File: config.mk
export PLATFORM = sky130hd
export DESIGN_NAME = mig_port_arbiter_flat
export DESIGN_NICKNAME = d
export VERILOG_FILES = /design/src/rtl/mig_port_arbiter_if.sv /design/src/rtl/mig_port_arbiter.sv /design/src/flat_wrapper.sv
export SDC_FILE = /design/constraint.sdc
export NUM_CORES = 1
export LEC_CHECK = 0
export ABC_AREA = 1
export BUFFER_PORTS_ARGS = -buffer_cell sky130_fd_sc_hd__buf_2
export CAP_MARGIN = 20
export CORE_AREA = 2 2 543 545
export CTS_CLUSTER_SIZE = 30
export DETAILED_ROUTE_END_ITERATION = 8
export DIE_AREA = 0 0 545 547
export HOLD_SLACK_MARGIN = 0.08
export PLACE_DENSITY = 0.35
export SYNTH_ARGS = -nofsm -noshare
export SYNTH_HDL_FRONTEND = slang
export SYNTH_SLANG_ARGS = --single-unit
export TNS_END_PERCENT = 30
File: constraint.sdc
create_clock -name clk -period 2.4 [get_ports clk]
set_input_delay 0 -clock clk [delete_from_list [all_inputs] [get_ports clk]]
set_output_delay 0 -clock clk [all_outputs]
set_load 0.1 [all_outputs]
File: src/rtl/mig_port_arbiter_if.sv
// Bundle of the requester-side and MIG app-side signals around mig_port_arbiter.
// The master modport is the arbiter; the slave modport is its environment (clients + MIG).
interface mig_port_arbiter_if #(
   parameter int unsigned ADDR_WIDTH     = 27,
   parameter int unsigned APP_DATA_WIDTH = 256
);
   logic                      r0_req;
   logic                      r0_wr;
   logic [ADDR_WIDTH-1:0]     r0_addr;
   logic [APP_DATA_WIDTH-1:0] r0_wdata;
   logic                      r0_ack;
   logic                      r0_rd_valid;
   logic                      r1_req;
   logic                      r1_wr;
   logic [ADDR_WIDTH-1:0]     r1_addr;
   logic [APP_DATA_WIDTH-1:0] r1_wdata;
   logic                      r1_ack;
   logic                      r1_rd_valid;
   logic [APP_DATA_WIDTH-1:0] rd_data;
   logic                      app_rdy;
   logic                      app_en;
   logic [2:0]                app_cmd;
   logic [ADDR_WIDTH-1:0]     app_addr;
   logic                      app_wdf_rdy;
   logic                      app_wdf_wren;
   logic                      app_wdf_end;
   logic [APP_DATA_WIDTH-1:0] app_wdf_data;
   logic                      app_rd_data_valid;
   logic [APP_DATA_WIDTH-1:0] app_rd_data;

   modport master (
      input  r0_req, r0_wr, r0_addr, r0_wdata,
      input  r1_req, r1_wr, r1_addr, r1_wdata,
      input  app_rdy, app_wdf_rdy, app_rd_data_valid, app_rd_data,
      output r0_ack, r0_rd_valid, r1_ack, r1_rd_valid, rd_data,
      output app_en, app_cmd, app_addr, app_wdf_wren, app_wdf_end, app_wdf_data
   );

   modport slave (
      output r0_req, r0_wr, r0_addr, r0_wdata,
      output r1_req, r1_wr, r1_addr, r1_wdata,
      output app_rdy, app_wdf_rdy, app_rd_data_valid, app_rd_data,
      input  r0_ack, r0_rd_valid, r1_ack, r1_rd_valid, rd_data,
      input  app_en, app_cmd, app_addr, app_wdf_wren, app_wdf_end, app_wdf_data
   );
endinterface

File: src/rtl/mig_port_arbiter.sv
// Round-robin arbiter sharing one MIG app port between two requesters.
// One BL8 command in flight at a time; read requesters are queued in a tag FIFO
// so returned read data is steered back in issue order.
// Optional statistics outputs are enabled by defining MIG_ARB_STATS_EN.
module mig_port_arbiter #(
   parameter int unsigned ADDR_WIDTH     = 27,
   parameter int unsigned APP_DATA_WIDTH = 256,
   parameter int unsigned TAG_DEPTH      = 16
) (
   input  logic                 clk,
   input  logic                 reset,
   output logic                 error,
`ifdef MIG_ARB_STATS_EN
   output logic [31:0]          grant_cnt0,
   output logic [31:0]          grant_cnt1,
   output logic [$clog2(TAG_DEPTH):0] rd_out_max,
`endif
   mig_port_arbiter_if.master   bus
);

   localparam int unsigned PW = $clog2(TAG_DEPTH);
   localparam int unsigned CW = PW + 1;

   typedef enum logic {IDLE, ISSUE} state_t;

   state_t               state;
   logic                 last_grant;
   logic                 grant_id;
   logic [TAG_DEPTH-1:0] tag_mem;
   logic [PW-1:0]        wr_ptr;
   logic [PW-1:0]        rd_ptr;
   logic [CW-1:0]        tag_cnt;

   logic                 tag_full;
   logic                 elig0;
   logic                 elig1;
   logic                 pick1;
   logic                 sel_wr;
   logic                 issue_done;
   logic                 push;
   logic                 pop;

   // Arbitration, handshake completion and tag FIFO control.
   always_comb begin
      tag_full   = (tag_cnt >= CW'(TAG_DEPTH));
      elig0      = bus.r0_req & (bus.r0_wr | ~tag_full);
      elig1      = bus.r1_req & (bus.r1_wr | ~tag_full);
      pick1      = elig1 & (~elig0 | ~last_grant);
      sel_wr     = pick1 ? bus.r1_wr : bus.r0_wr;
      issue_done = (state == ISSUE) & ~reset
                   & (~bus.app_en | bus.app_rdy)
                   & (~bus.app_wdf_wren | bus.app_wdf_rdy);
      push       = issue_done & bus.app_cmd[0];
      pop        = bus.app_rd_data_valid & (tag_cnt != '0);
   end

   // Ack fires in the cycle the last outstanding handshake completes.
   assign bus.r0_ack      = issue_done & ~grant_id;
   assign bus.r1_ack      = issue_done &  grant_id;
   assign bus.app_wdf_end = 1'b1;

   // Command FSM, tag FIFO and read-return steering.
   always_ff @(posedge clk) begin
      if (reset) begin
         state            <= IDLE;
         last_grant       <= 1'b1;
         grant_id         <= 1'b0;
         tag_mem          <= '0;
         wr_ptr           <= '0;
         rd_ptr           <= '0;
         tag_cnt          <= '0;
         error            <= 1'b0;
         bus.app_en       <= 1'b0;
         bus.app_wdf_wren <= 1'b0;
         bus.app_cmd      <= 3'b000;
         bus.app_addr     <= '0;
         bus.app_wdf_data <= '0;
         bus.r0_rd_valid  <= 1'b0;
         bus.r1_rd_valid  <= 1'b0;
         bus.rd_data      <= '0;
      end else begin
         bus.r0_rd_valid <= pop & ~tag_mem[rd_ptr];
         bus.r1_rd_valid <= pop &  tag_mem[rd_ptr];
         if (bus.app_rd_data_valid) begin
            bus.rd_data <= bus.app_rd_data;
            if (tag_cnt == '0)
               error <= 1'b1;
         end
         if (push) begin
            tag_mem[wr_ptr] <= grant_id;
            wr_ptr          <= wr_ptr + PW'(1);
         end
         if (pop)
            rd_ptr <= rd_ptr + PW'(1);
         tag_cnt <= tag_cnt + CW'(push) - CW'(pop);

         case (state)
            IDLE: begin
               if (elig0 | elig1) begin
                  grant_id         <= pick1;
                  last_grant       <= pick1;
                  bus.app_en       <= 1'b1;
                  bus.app_wdf_wren <= sel_wr;
                  bus.app_cmd      <= sel_wr ? 3'b000 : 3'b001;
                  bus.app_addr     <= pick1 ? bus.r1_addr : bus.r0_addr;
                  bus.app_wdf_data <= pick1 ? bus.r1_wdata : bus.r0_wdata;
                  state            <= ISSUE;
               end
            end
            ISSUE: begin
               if (bus.app_en & bus.app_rdy)
                  bus.app_en <= 1'b0;
               if (bus.app_wdf_wren & bus.app_wdf_rdy)
                  bus.app_wdf_wren <= 1'b0;
               if (issue_done)
                  state <= IDLE;
            end
            default: state <= IDLE;
         endcase
      end
   end

`ifdef MIG_ARB_STATS_EN
   // Per-requester grant counters and outstanding-read high-water mark.
   always_ff @(posedge clk) begin
      if (reset) begin
         grant_cnt0 <= '0;
         grant_cnt1 <= '0;
         rd_out_max <= '0;
      end else begin
         if (bus.r0_ack)
            grant_cnt0 <= grant_cnt0 + 32'd1;
         if (bus.r1_ack)
            grant_cnt1 <= grant_cnt1 + 32'd1;
         if (tag_cnt > rd_out_max)
            rd_out_max <= tag_cnt;
      end
   end
`endif

endmodule

File: src/flat_wrapper.sv
// flat-port wrapper written by rule: the top's interface ports become plain ports
module mig_port_arbiter_flat 
#(
   parameter int unsigned ADDR_WIDTH     = 27,
   parameter int unsigned APP_DATA_WIDTH = 256,
   parameter int unsigned TAG_DEPTH      = 16
)
  (clk, reset, error, bus_r0_req, bus_r0_wr, bus_r0_addr, bus_r0_wdata, bus_r1_req, bus_r1_wr, bus_r1_addr, bus_r1_wdata, bus_app_rdy, bus_app_wdf_rdy, bus_app_rd_data_valid, bus_app_rd_data, bus_r0_ack, bus_r0_rd_valid, bus_r1_ack, bus_r1_rd_valid, bus_rd_data, bus_app_en, bus_app_cmd, bus_app_addr, bus_app_wdf_wren, bus_app_wdf_end, bus_app_wdf_data);
  mig_port_arbiter_if #(.ADDR_WIDTH(ADDR_WIDTH), .APP_DATA_WIDTH(APP_DATA_WIDTH)) bus_i ();
  input  logic clk;
  input  logic reset;
  output logic error;
  input wire logic [$bits(bus_i.r0_req)-1:0] bus_r0_req;
  input wire logic [$bits(bus_i.r0_wr)-1:0] bus_r0_wr;
  input wire logic [$bits(bus_i.r0_addr)-1:0] bus_r0_addr;
  input wire logic [$bits(bus_i.r0_wdata)-1:0] bus_r0_wdata;
  input wire logic [$bits(bus_i.r1_req)-1:0] bus_r1_req;
  input wire logic [$bits(bus_i.r1_wr)-1:0] bus_r1_wr;
  input wire logic [$bits(bus_i.r1_addr)-1:0] bus_r1_addr;
  input wire logic [$bits(bus_i.r1_wdata)-1:0] bus_r1_wdata;
  input wire logic [$bits(bus_i.app_rdy)-1:0] bus_app_rdy;
  input wire logic [$bits(bus_i.app_wdf_rdy)-1:0] bus_app_wdf_rdy;
  input wire logic [$bits(bus_i.app_rd_data_valid)-1:0] bus_app_rd_data_valid;
  input wire logic [$bits(bus_i.app_rd_data)-1:0] bus_app_rd_data;
  output wire logic [$bits(bus_i.r0_ack)-1:0] bus_r0_ack;
  output wire logic [$bits(bus_i.r0_rd_valid)-1:0] bus_r0_rd_valid;
  output wire logic [$bits(bus_i.r1_ack)-1:0] bus_r1_ack;
  output wire logic [$bits(bus_i.r1_rd_valid)-1:0] bus_r1_rd_valid;
  output wire logic [$bits(bus_i.rd_data)-1:0] bus_rd_data;
  output wire logic [$bits(bus_i.app_en)-1:0] bus_app_en;
  output wire logic [$bits(bus_i.app_cmd)-1:0] bus_app_cmd;
  output wire logic [$bits(bus_i.app_addr)-1:0] bus_app_addr;
  output wire logic [$bits(bus_i.app_wdf_wren)-1:0] bus_app_wdf_wren;
  output wire logic [$bits(bus_i.app_wdf_end)-1:0] bus_app_wdf_end;
  output wire logic [$bits(bus_i.app_wdf_data)-1:0] bus_app_wdf_data;
  assign bus_i.r0_req = bus_r0_req;
  assign bus_i.r0_wr = bus_r0_wr;
  assign bus_i.r0_addr = bus_r0_addr;
  assign bus_i.r0_wdata = bus_r0_wdata;
  assign bus_i.r1_req = bus_r1_req;
  assign bus_i.r1_wr = bus_r1_wr;
  assign bus_i.r1_addr = bus_r1_addr;
  assign bus_i.r1_wdata = bus_r1_wdata;
  assign bus_i.app_rdy = bus_app_rdy;
  assign bus_i.app_wdf_rdy = bus_app_wdf_rdy;
  assign bus_i.app_rd_data_valid = bus_app_rd_data_valid;
  assign bus_i.app_rd_data = bus_app_rd_data;
  assign bus_r0_ack = bus_i.r0_ack;
  assign bus_r0_rd_valid = bus_i.r0_rd_valid;
  assign bus_r1_ack = bus_i.r1_ack;
  assign bus_r1_rd_valid = bus_i.r1_rd_valid;
  assign bus_rd_data = bus_i.rd_data;
  assign bus_app_en = bus_i.app_en;
  assign bus_app_cmd = bus_i.app_cmd;
  assign bus_app_addr = bus_i.app_addr;
  assign bus_app_wdf_wren = bus_i.app_wdf_wren;
  assign bus_app_wdf_end = bus_i.app_wdf_end;
  assign bus_app_wdf_data = bus_i.app_wdf_data;
  mig_port_arbiter #(.ADDR_WIDTH(ADDR_WIDTH), .APP_DATA_WIDTH(APP_DATA_WIDTH), .TAG_DEPTH(TAG_DEPTH)) u_core (.clk(clk), .reset(reset), .error(error), .bus(bus_i));
endmodule
==> results.cfg, run 1 <==
[synthesis]
netlist_instances = 3846
synth_edf_count = 0
yosysWarnings = 0
yosys-top-cells-count = 1,244 x nor2_1, 719 x nand2_1, 577 x dfxtp_1
synth_top_area_frac = 0.461
synthFlopType = dfxtp_1
synthArstFlopShare = 0
synth_area_leader_cell = dfxtp_1
synth_cell_type_count = 27
syn_area_per_cell_um2 = 6.51
synth_seq_cells = 577
yosys-top-cells-area = dfxtp_1 46%, nor2_1 19%, nand2_1 11%
synthMostInstantiatedCell = nor2_1
synth_seq_area_share = 0.461
syn_area_mm2 = 0.0250

[clocking]
cts_hold_buf = 1828
cts_buffers = 87
htreeDepth = 3
cts_root_buf = clkbuf_16
ctsResizeCount = 0
ctsLongestPathBuffers = 4
numClockSinks = 577
post_cts_buffers = 0

[die]
initial_core_util = 0.0856
die_h_um = 547
pin_count = 1381
die_w_um = 545
std_cell_rows = 199

[placed_design]
dp_slack_ns = 0.125
hpwlAfterDp_mm = 155
port_buffers = 1377
gp_congestion = 0.884

[run_status]
error = [ERROR RSZ-0060] Max buffer count reached.
status = did not finish
lastStage = clock tree synthesis
==> through the flow <==
step | util | area, um2 | hold WS [ns] | TNS, ns | instances
floorplan | - | 25000 | 0.135 | 0 | 3847
detailed placement | 0.125 | 36700 | 0.228 | 0 | 8988
global placement | 0.125 | 36700 | 0.222 | -0.0551 | 8988
==> logic make-up after synthesis <==
group / Yosys count / share of synthesized area
and+or+nand+nor: 2047 / 0.311
buffers and inverters: 629 / 0.105
AOI/OAI and AO/OA: 577 / 0.116
DFF: 577 / 0.461
adders and majority gates: 11 / 0.00580
xor gates and xnor gates: 3 / 0.00105
other: 2 / 0.000300
==> inputs of run 2 (changes only) <==
- CORE_AREA: 2 2 543 545 -> 2 2 531 533
- CTS_CLUSTER_SIZE: 30 -> unset
- DIE_AREA: 0 0 545 547 -> 0 0 533 535
- HOLD_SLACK_MARGIN: 0.08 -> unset
- PLACE_DENSITY: 0.35 -> unset
- PLACE_DENSITY_LB_ADDON: unset -> 0.15
==> results.cfg, run 2 <==
[run_status]
status = finished clean

[placed_design]
port_buffers = 1377
hpwlAfterDp_mm = 139
gp_congestion = 0.876

[power_and_ir_drop]
powerDensity_mw_per_mm2 = 881
power.switching_uw = 22800
comb_power_share = 0.469
pwr-share-clk = 0.281
seq_power_share = 0.250
swShare = 0.483
peakVddDrop_mv = 0.497
power_leakage_uw = 0.0260
finalPower_uw = 47300
p_int_uw = 24400

[worst_setup_path]
path_delay_family = buffers and inverters
cp_num_cells = 10
crit_fanout = 51
cp-endpoint = u_core.bus.app_wdf_data[188]
startpoint = u_core.tag_cnt[4]
critical_path_class = reg -> reg
cp_common_cell = nand2_1
crit_buf_inv = 5
required_ns = 3.07
reg2reg_from = u_core.tag_cnt[4]
r2r_slack_ns = 0.1
r2r-end = u_core.bus.app_wdf_data[188]
endpoint_kind = flop
r2r_cells = 10
crit_path_start_kind = flop
critPathArrivalTime_ns = 2.97
slowest_stage = dlygate4sd3_1
crit_path_cell_trace = buf_4, nand2_1, nand2_1, a21oi_4, buf_12, buf_16, nand3_1, nand2_1, dlygate4sd3_1, inv_1
critPathMaxStageDelay_ns = 0.55

[sta]
fmax_ghz = 0.435
maxSlewViolCount = 0
tightest_slew_ns = 0.969
fin_skew_ns = 0.0766
rsz0062_at_grt = true
period_needed_ns = 2.30
period_share = 0.958
setup_viol_count_final = 0
relSlewSlack = 0.354
hold_violations = 0

[routing]
wl_mm = 180
drtIter0Drc = 1335
post_drt_wl_per_cell_um = 17.4
firstDrtPassIters = 5
vias = 34300
drc_errors = 0
antenna_left = 0
vias_per_cell = 3.31

[synthesis]
syn_area_mm2 = 0.0250
synth_top_area_frac = 0.461
synthArstFlopShare = 0
yosys-top-cells-area = dfxtp_1 46%, nor2_1 19%, nand2_1 11%
synthMostInstantiatedCell = nor2_1
synthFlopType = dfxtp_1
synth_cell_type_count = 27
netlist_instances = 3846
synth_edf_count = 0
synth_seq_area_share = 0.461
syn_area_per_cell_um2 = 6.51
synth_seq_cells = 577
yosys-top-cells-count = 1,244 x nor2_1, 719 x nand2_1, 577 x dfxtp_1
synth_area_leader_cell = dfxtp_1
yosysWarnings = 0

[layout]
drive_gt1_frac = 0.245
nets = 7403
nFillCells = 32000
seq_area_mm2 = 0.0116
utilization = 0.192
most-common-layout-cells = 1,402 x dlygate4sd3_1, 1,374 x buf_2, 1,244 x nor2_1
multi_input_area_mm2 = 0.0109
layout_commonest_cell = dlygate4sd3_1
top_regs = u_core.bus.app_wdf_data: 256 flops, u_core.bus.rd_data: 256 flops, u_core.bus.app_addr: 27 flops
area_growth_pct = 114

[hold_path]
hp-class = in -> reg

[clocking]
htreeDepth = 3
cts_buffers = 90
ctsLongestPathBuffers = 4
clk_pin_slew_worst_paths_ns = 0.06
numClockSinks = 577
cts_tree = yes
clk_latency_ns = 0.81
cts_root_buf = clkbuf_16

[die]
die_w_um = 533
die_h_um = 535
pin_count = 1381
coreArea_mm2 = 0.279
design.die.area_mm2 = 0.285
std_cell_rows = 194
initial_core_util = 0.0898

[global_routing]
antenna_found_initial = 58
grt_pass1_wl_mm = 252
grt_pass1_vias = 35400
grt_max_degree = 127
overflow = 0
track_usage = 0.120

[job]
drv_cap = 0
-- run 2: repair_timing --
item	CTS	global route
resized for setup	0	15
buffers inserted	0	9
endpoints found under the setup margin	0	31
hold buffers	1402	0
endpoints found under the hold margin	576	0
-- run 2: cells by family (layout without fill, tap and decap cells) --
logic type,count (synthesis),count (layout),share of synthesized area
flip-flops,577,577,0.461
AND/OR/NAND/NOR,2047,2047,0.311
adder cells (fa/ha/maj),11,11,0.00580
other,2,32,0.000300
XOR/XNOR,3,3,0.00105
buffers and inverters,629,3402,0.105
AO/OA/AOI/OAI,577,577,0.116
-- run 2: power groups by stage --
stage                     clock network [uW]  registers [uW]  logic [uW]
after floorplan                            0           22100        4610
after global placement                     0           12000       20100
after detailed placement                   0           12000       20000
after CTS                              14000           11800       22200
after global routing                   14300           12000       23500
final                                  13300           11800       22100
-- run 2: worst min-delay path by stage --
stage | start | to | slack [ns] | cells after the start
3_3_place_gp | bus_app_rd_data[114] | u_core.bus.rd_data[114] | 0.22 | 3
3_5_place_dp | bus_app_rd_data[212] | u_core.bus.rd_data[212] | 0.23 | 3
2_1_floorplan | bus_app_rd_data[0] | u_core.bus.rd_data[0] | 0.13 | 2
6_report | bus_r0_wdata[233] | u_core.bus.app_wdf_data[233] | 0.09 | 6
5_1_grt | bus_r0_wdata[203] | u_core.bus.app_wdf_data[203] | 0.04 | 6
4_1_cts | bus_r1_wdata[119] | u_core.bus.app_wdf_data[119] | 0.0006 | 6
-- run 2: final cells by class --
class,instances,area share
Tap cell,3724,0.0869
Multi-Input combinational cell,2641,0.203
Clock buffer,126,0.0481
Timing Repair Buffer,2874,0.413
Inverter,377,0.0269
Sequential cell,577,0.215
Antenna cell,29,0.00135
Clock inverter,25,0.00511
-- run 2: layer usage --
metal  share of wire  GRT usage
met1            0.40      0.132
met2            0.50      0.220
met3           0.069     0.0358
met4           0.028     0.0332
met5          0.0014          0
-- run 2: worst min-delay path, cell delays in order --
cell and delay, ns:
dlygate4sd3_1 0.55, buf_2 0.11, nand2_1 0.05, nand3_1 0.07, nand2_1 0.05, inv_1 0.04
-- run 2: metrics by stage --
step,area (um2),hold WS (ns),worst slack [ns],std cells,setup TNS (ns)
6_report,53600,0.0891,0.0997,10400,0
4_1_cts,53300,0.000605,0.0164,10300,0
3_5_place_dp,36400,0.226,0.0951,8777,0
2_1_floorplan,25000,0.135,0.0655,3847,0
5_1_grt,53600,0.0418,-0.0450,10400,-0.176
3_3_place_gp,36400,0.222,-0.0485,8777,-0.0485
No activity file was read; power rests on OpenSTA's default activity.
==> inputs of run 3 (changes only) <==
- clock period: 2.4 -> 2.5 ns (I/O delays scaled with it)
==> results.cfg, run 3 (synthesized netlist as in run 2, its figures left out) <==
[clocking]
numClockSinks = 577
ctsLongestPathBuffers = 4
clk_pin_slew_worst_paths_ns = 0.06
clk_latency_ns = 0.82
cts_buffers = 89
cts_root_buf = clkbuf_16
htreeDepth = 3
cts_tree = yes

[worst_setup_path]
reg2reg_from = u_core.tag_cnt[4]
slowest_stage = dlygate4sd3_1
cp_common_cell = nand2_1
crit_fanout = 61
startpoint = u_core.tag_cnt[4]
path_delay_family = buffers and inverters
required_ns = 3.17
critical_path_class = reg -> reg
critPathMaxStageDelay_ns = 0.60
crit_buf_inv = 5
endpoint_kind = flop
critPathArrivalTime_ns = 3.04
crit_path_cell_trace = buf_4, nand2_1, nand2_1, a21oi_4, buf_12, buf_16, nand3_1, dlygate4sd3_1, nand2_1, inv_1
crit_path_start_kind = flop

[layout]
nets = 7306
area_growth_pct = 110
nFillCells = 32100
most-common-layout-cells = 1,374 x buf_2, 1,324 x dlygate4sd3_1, 1,243 x nor2_1
multi_input_area_mm2 = 0.0109
top_regs = u_core.bus.app_wdf_data: 256 flops, u_core.bus.rd_data: 256 flops, u_core.bus.app_addr: 27 flops
layout_commonest_cell = buf_2
seq_area_mm2 = 0.0116
utilization = 0.188
finalNonFillerCells = 10300
drive_gt1_frac = 0.246

[global_routing]
antenna_found_initial = 50
overflow = 0
grt_pass1_vias = 34700
grt_pass1_wl_mm = 250
track_usage = 0.119
grt_max_degree = 130

[power_and_ir_drop]
powerDensity_mw_per_mm2 = 864
power_leakage_uw = 0.0253
peakVddDrop_mv = 0.530

[sta]
setup_viol_count_final = 0
fin_skew_ns = 0.0931
tightest_slew_ns = 0.993
maxSlewViolCount = 0
relSlewSlack = 0.338
period_needed_ns = 2.37
fmax_ghz = 0.422
period_share = 0.949
hold_violations = 0
timing.hold.ws_ns = 0.0816
rsz0062_at_grt = true

[routing]
wl_mm = 179
drc_errors = 0
firstDrtPassIters = 5
post_drt_wl_per_cell_um = 17.4
antenna_left = 0
vias = 34100
vias_per_cell = 3.32
drtIter0Drc = 1372

[job]
drv_cap = 0

[placed_design]
gp_congestion = 0.855
post-place-cells = 8771
hpwlAfterDp_mm = 139
port_buffers = 1377

[hold_path]
hp-class = in -> reg
worstHoldStart = bus_app_rd_data[165]

[run_status]
status = finished clean

[die]
pin_count = 1381
initial_core_util = 0.0898
std_cell_rows = 194
die_w_um = 533
die_h_um = 535
coreArea_mm2 = 0.279
design.die.area_mm2 = 0.285
run 3: cell types whose count changed in the layout (fill, tap and decap cells not counted), moves of 6 or more:
cell,delta
clkbuf_16,-6
clkbuf_8,+8
nand3_2,+7
buf_12,-9
nand3_1,-7
dlygate4sd3_1,-78
run 3: cell type report:
cell class,count,area share
timing repair buffer,2778,0.399
sequential,577,0.220
multi-input combinational,2641,0.208
tap,3724,0.0887
clock buffer,136,0.0505
inverter,377,0.0275
clock inverter,20,0.00512
antenna,24,0.00114
run 3: through the flow:
step | area, um2 | TNS (ns) | setup WS, ns | power (uW)
floorplan | 25000 | 0 | 0.165 | 25600
global placement | 36200 | 0 | 0.0919 | 30700
detailed placement | 36200 | 0 | 0.291 | 30600
CTS | 52400 | 0 | 0.0117 | 46400
global route | 52500 | -1.11 | -0.0767 | 47900
finish | 52600 | 0 | 0.128 | 45400
run 3: what timing repair did:
| item | 4_1_cts | 5_1_grt |
|---|---|---|
| setup buffers | 0 | 0 |
| setup endpoints to repair | 0 | 82 |
| endpoints found under the hold margin | 577 | 1 |
| hold buffers | 1324 | 1 |
| gates resized for setup | 0 | 14 |
run 3: path summary, 6_finish.rpt:
| kind | endpoint | slack, ns | depth (start not counted) |
|---|---|---|---|
| setup / recovery | u_core.bus.app_wdf_data[205] | 0.13 | 10 |
| hold / removal | u_core.bus.rd_data[165] | 0.08 | 4 |
| setup reg to reg | u_core.bus.app_wdf_data[205] | 0.13 | 10 |
| hold reg to reg | u_core.tag_mem[13] | 0.46 | 2 |
run 3: power by group:
part           internal (uW)  switching (uW)  total [uW]
Sequential             10600             736       11400
Clock                   7710            5220       12900
Combinational           5150           16000       21100
Total                  23500           21900       45400
run 3: metal layers:
layer / share of wire / up-vias / track usage
li1: - / 17000 / -
met1: 0.40 / 15700 / 0.134
met2: 0.50 / 1158 / 0.215
met3: 0.069 / 217 / 0.0333
met4: 0.033 / 24 / 0.0400
met5: 0.00088 / - / 0
run 3: worst register-to-register path, cell delays in order, from the launching register on:
cell and delay (ns):
dfxtp_1 0.31, buf_4 0.14, nand2_1 0.07, nand2_1 0.11, a21oi_4 0.21, buf_12 0.22
buf_16 0.28, nand3_1 0.18, dlygate4sd3_1 0.60, nand2_1 0.07, inv_1 0.04
==> inputs of run 4 (changes only) <==
- RECOVER_POWER: unset -> 100
==> results.cfg, run 4 (synthesized netlist as in run 2, its figures left out) <==
[die]
std_cell_rows = 194
pin_count = 1381
coreArea_mm2 = 0.279
die_h_um = 535
initial_core_util = 0.0898
design.die.area_mm2 = 0.285
die_w_um = 533

[clocking]
ctsLongestPathBuffers = 4
numClockSinks = 577
cts_buffers = 89
cts_root_buf = clkbuf_16
htreeDepth = 3
clk_pin_slew_worst_paths_ns = 0.06
clk_latency_ns = 0.82
post_cts_buffers = 0
cts_tree = yes

[layout]
finalNonFillerCells = 10300
top_regs = u_core.bus.app_wdf_data: 256 flops, u_core.bus.rd_data: 256 flops, u_core.bus.app_addr: 27 flops
area_growth_pct = 107
drive_gt1_frac = 0.173
utilization = 0.186
layout_commonest_cell = dlygate4sd3_1
nets = 7306
most-common-layout-cells = 1,324 x dlygate4sd3_1, 1,245 x nor2_1, 829 x buf_2

[power_and_ir_drop]
finalPower_uw = 45100
powerDensity_mw_per_mm2 = 868
peakVddDrop_mv = 0.528
power_leakage_uw = 0.0235

[routing]
drtIter0Drc = 1471
firstDrtPassIters = 6
drc_errors = 0
vias = 34100
vias_per_cell = 3.32
wl_mm = 179
antenna_left = 0
post_drt_wl_per_cell_um = 17.4

[sta]
tightest_slew_ns = 1.44
relSlewSlack = 0.0458
hold_violations = 0
fin_skew_ns = 0.0935
maxSlewViolCount = 0
setup_viol_count_final = 0
period_needed_ns = 2.38
fmax_ghz = 0.421
rsz0062_at_grt = true
period_share = 0.951

[placed_design]
post-place-cells = 8771
hpwlAfterDp_mm = 139
port_buffers = 1377
gp_congestion = 0.855

[worst_setup_path]
critical_path_class = reg -> reg
required_ns = 3.16
crit_path_start_kind = flop
endpoint_kind = flop
critPathArrivalTime_ns = 3.04
crit_fanout = 61

[job]
drv_cap = 0

[global_routing]
track_usage = 0.119
grt_max_degree = 130
antenna_found_initial = 50
grt_pass1_wl_mm = 250
grt_pass1_vias = 34700
overflow = 0

[hold_path]
hp-class = in -> reg

[run_status]
status = finished clean
[run 4: cell types whose count changed in the layout (fill, tap and decap cells not counted), sizes merged]
cell    previous run  this run
buf             1452       901
clkbuf           137       688
[run 4: worst paths after layout]
check / slack [ns] / cells after the start / to / start
setup / recovery: 0.12 / 10 / u_core.bus.app_wdf_data[205] / u_core.tag_cnt[4]
hold / removal: 0.08 / 4 / u_core.bus.rd_data[165] / bus_app_rd_data[165]
setup reg to reg: 0.12 / 10 / u_core.bus.app_wdf_data[205] / u_core.tag_cnt[4]
hold reg to reg: 0.46 / 2 / u_core.tag_mem[13] / u_core.tag_mem[13]
[run 4: through the flow]
stage | TNS, ns | hold slack [ns] | setup slack (ns) | area (um2)
finish | 0 | 0.0828 | 0.123 | 51900
detailed placement | 0 | 0.228 | 0.291 | 36200
CTS | 0 | 0.000156 | 0.0117 | 52400
global route | -1.30 | 0.0511 | -0.0767 | 51900
floorplan | 0 | 0.135 | 0.165 | 25000
global placement | 0 | 0.223 | 0.0919 | 36200
[run 4: cell type report]
cell class                 count  area [um2]
antenna                       24        60.1
clock buffer                 136        2650
clock inverter                20         269
fill                       32300      227000
inverter                     377        1440
multi-input combinational   2641       10900
sequential                   577       11600
tap                         3724        4660
timing repair buffer        2778       20400
[run 4: repair_timing]
| item | in CTS | in global routing |
|---|---|---|
| gates resized for setup | 0 | 14 |
| setup endpoints to repair | 0 | 82 |
| hold buffers | 1324 | 1 |
| hold endpoints to repair | 577 | 1 |
[run 4: worst max-delay path: stages (launching register included)]
cell and delay [ns]:
dfxtp_1 0.31, buf_4 0.14, nand2_1 0.07, nand2_1 0.11, a21oi_4 0.21, buf_12 0.21
buf_16 0.27, nand3_1 0.13, dlygate4sd3_1 0.60, nand2_1 0.07, inv_1 0.04
[run 4: power breakdown]
group	switching, uW	internal [uW]
logic	16000	4790
registers	783	10600
clock network	5220	7710
[run 4: layer usage]
layer,global-route usage,up-vias,share of wire
met3,0.0333,231,0.069
met2,0.215,1163,0.50
met5,0,-,0.00093
met1,0.134,15700,0.40
met4,0.0400,24,0.034
li1,-,17000,-
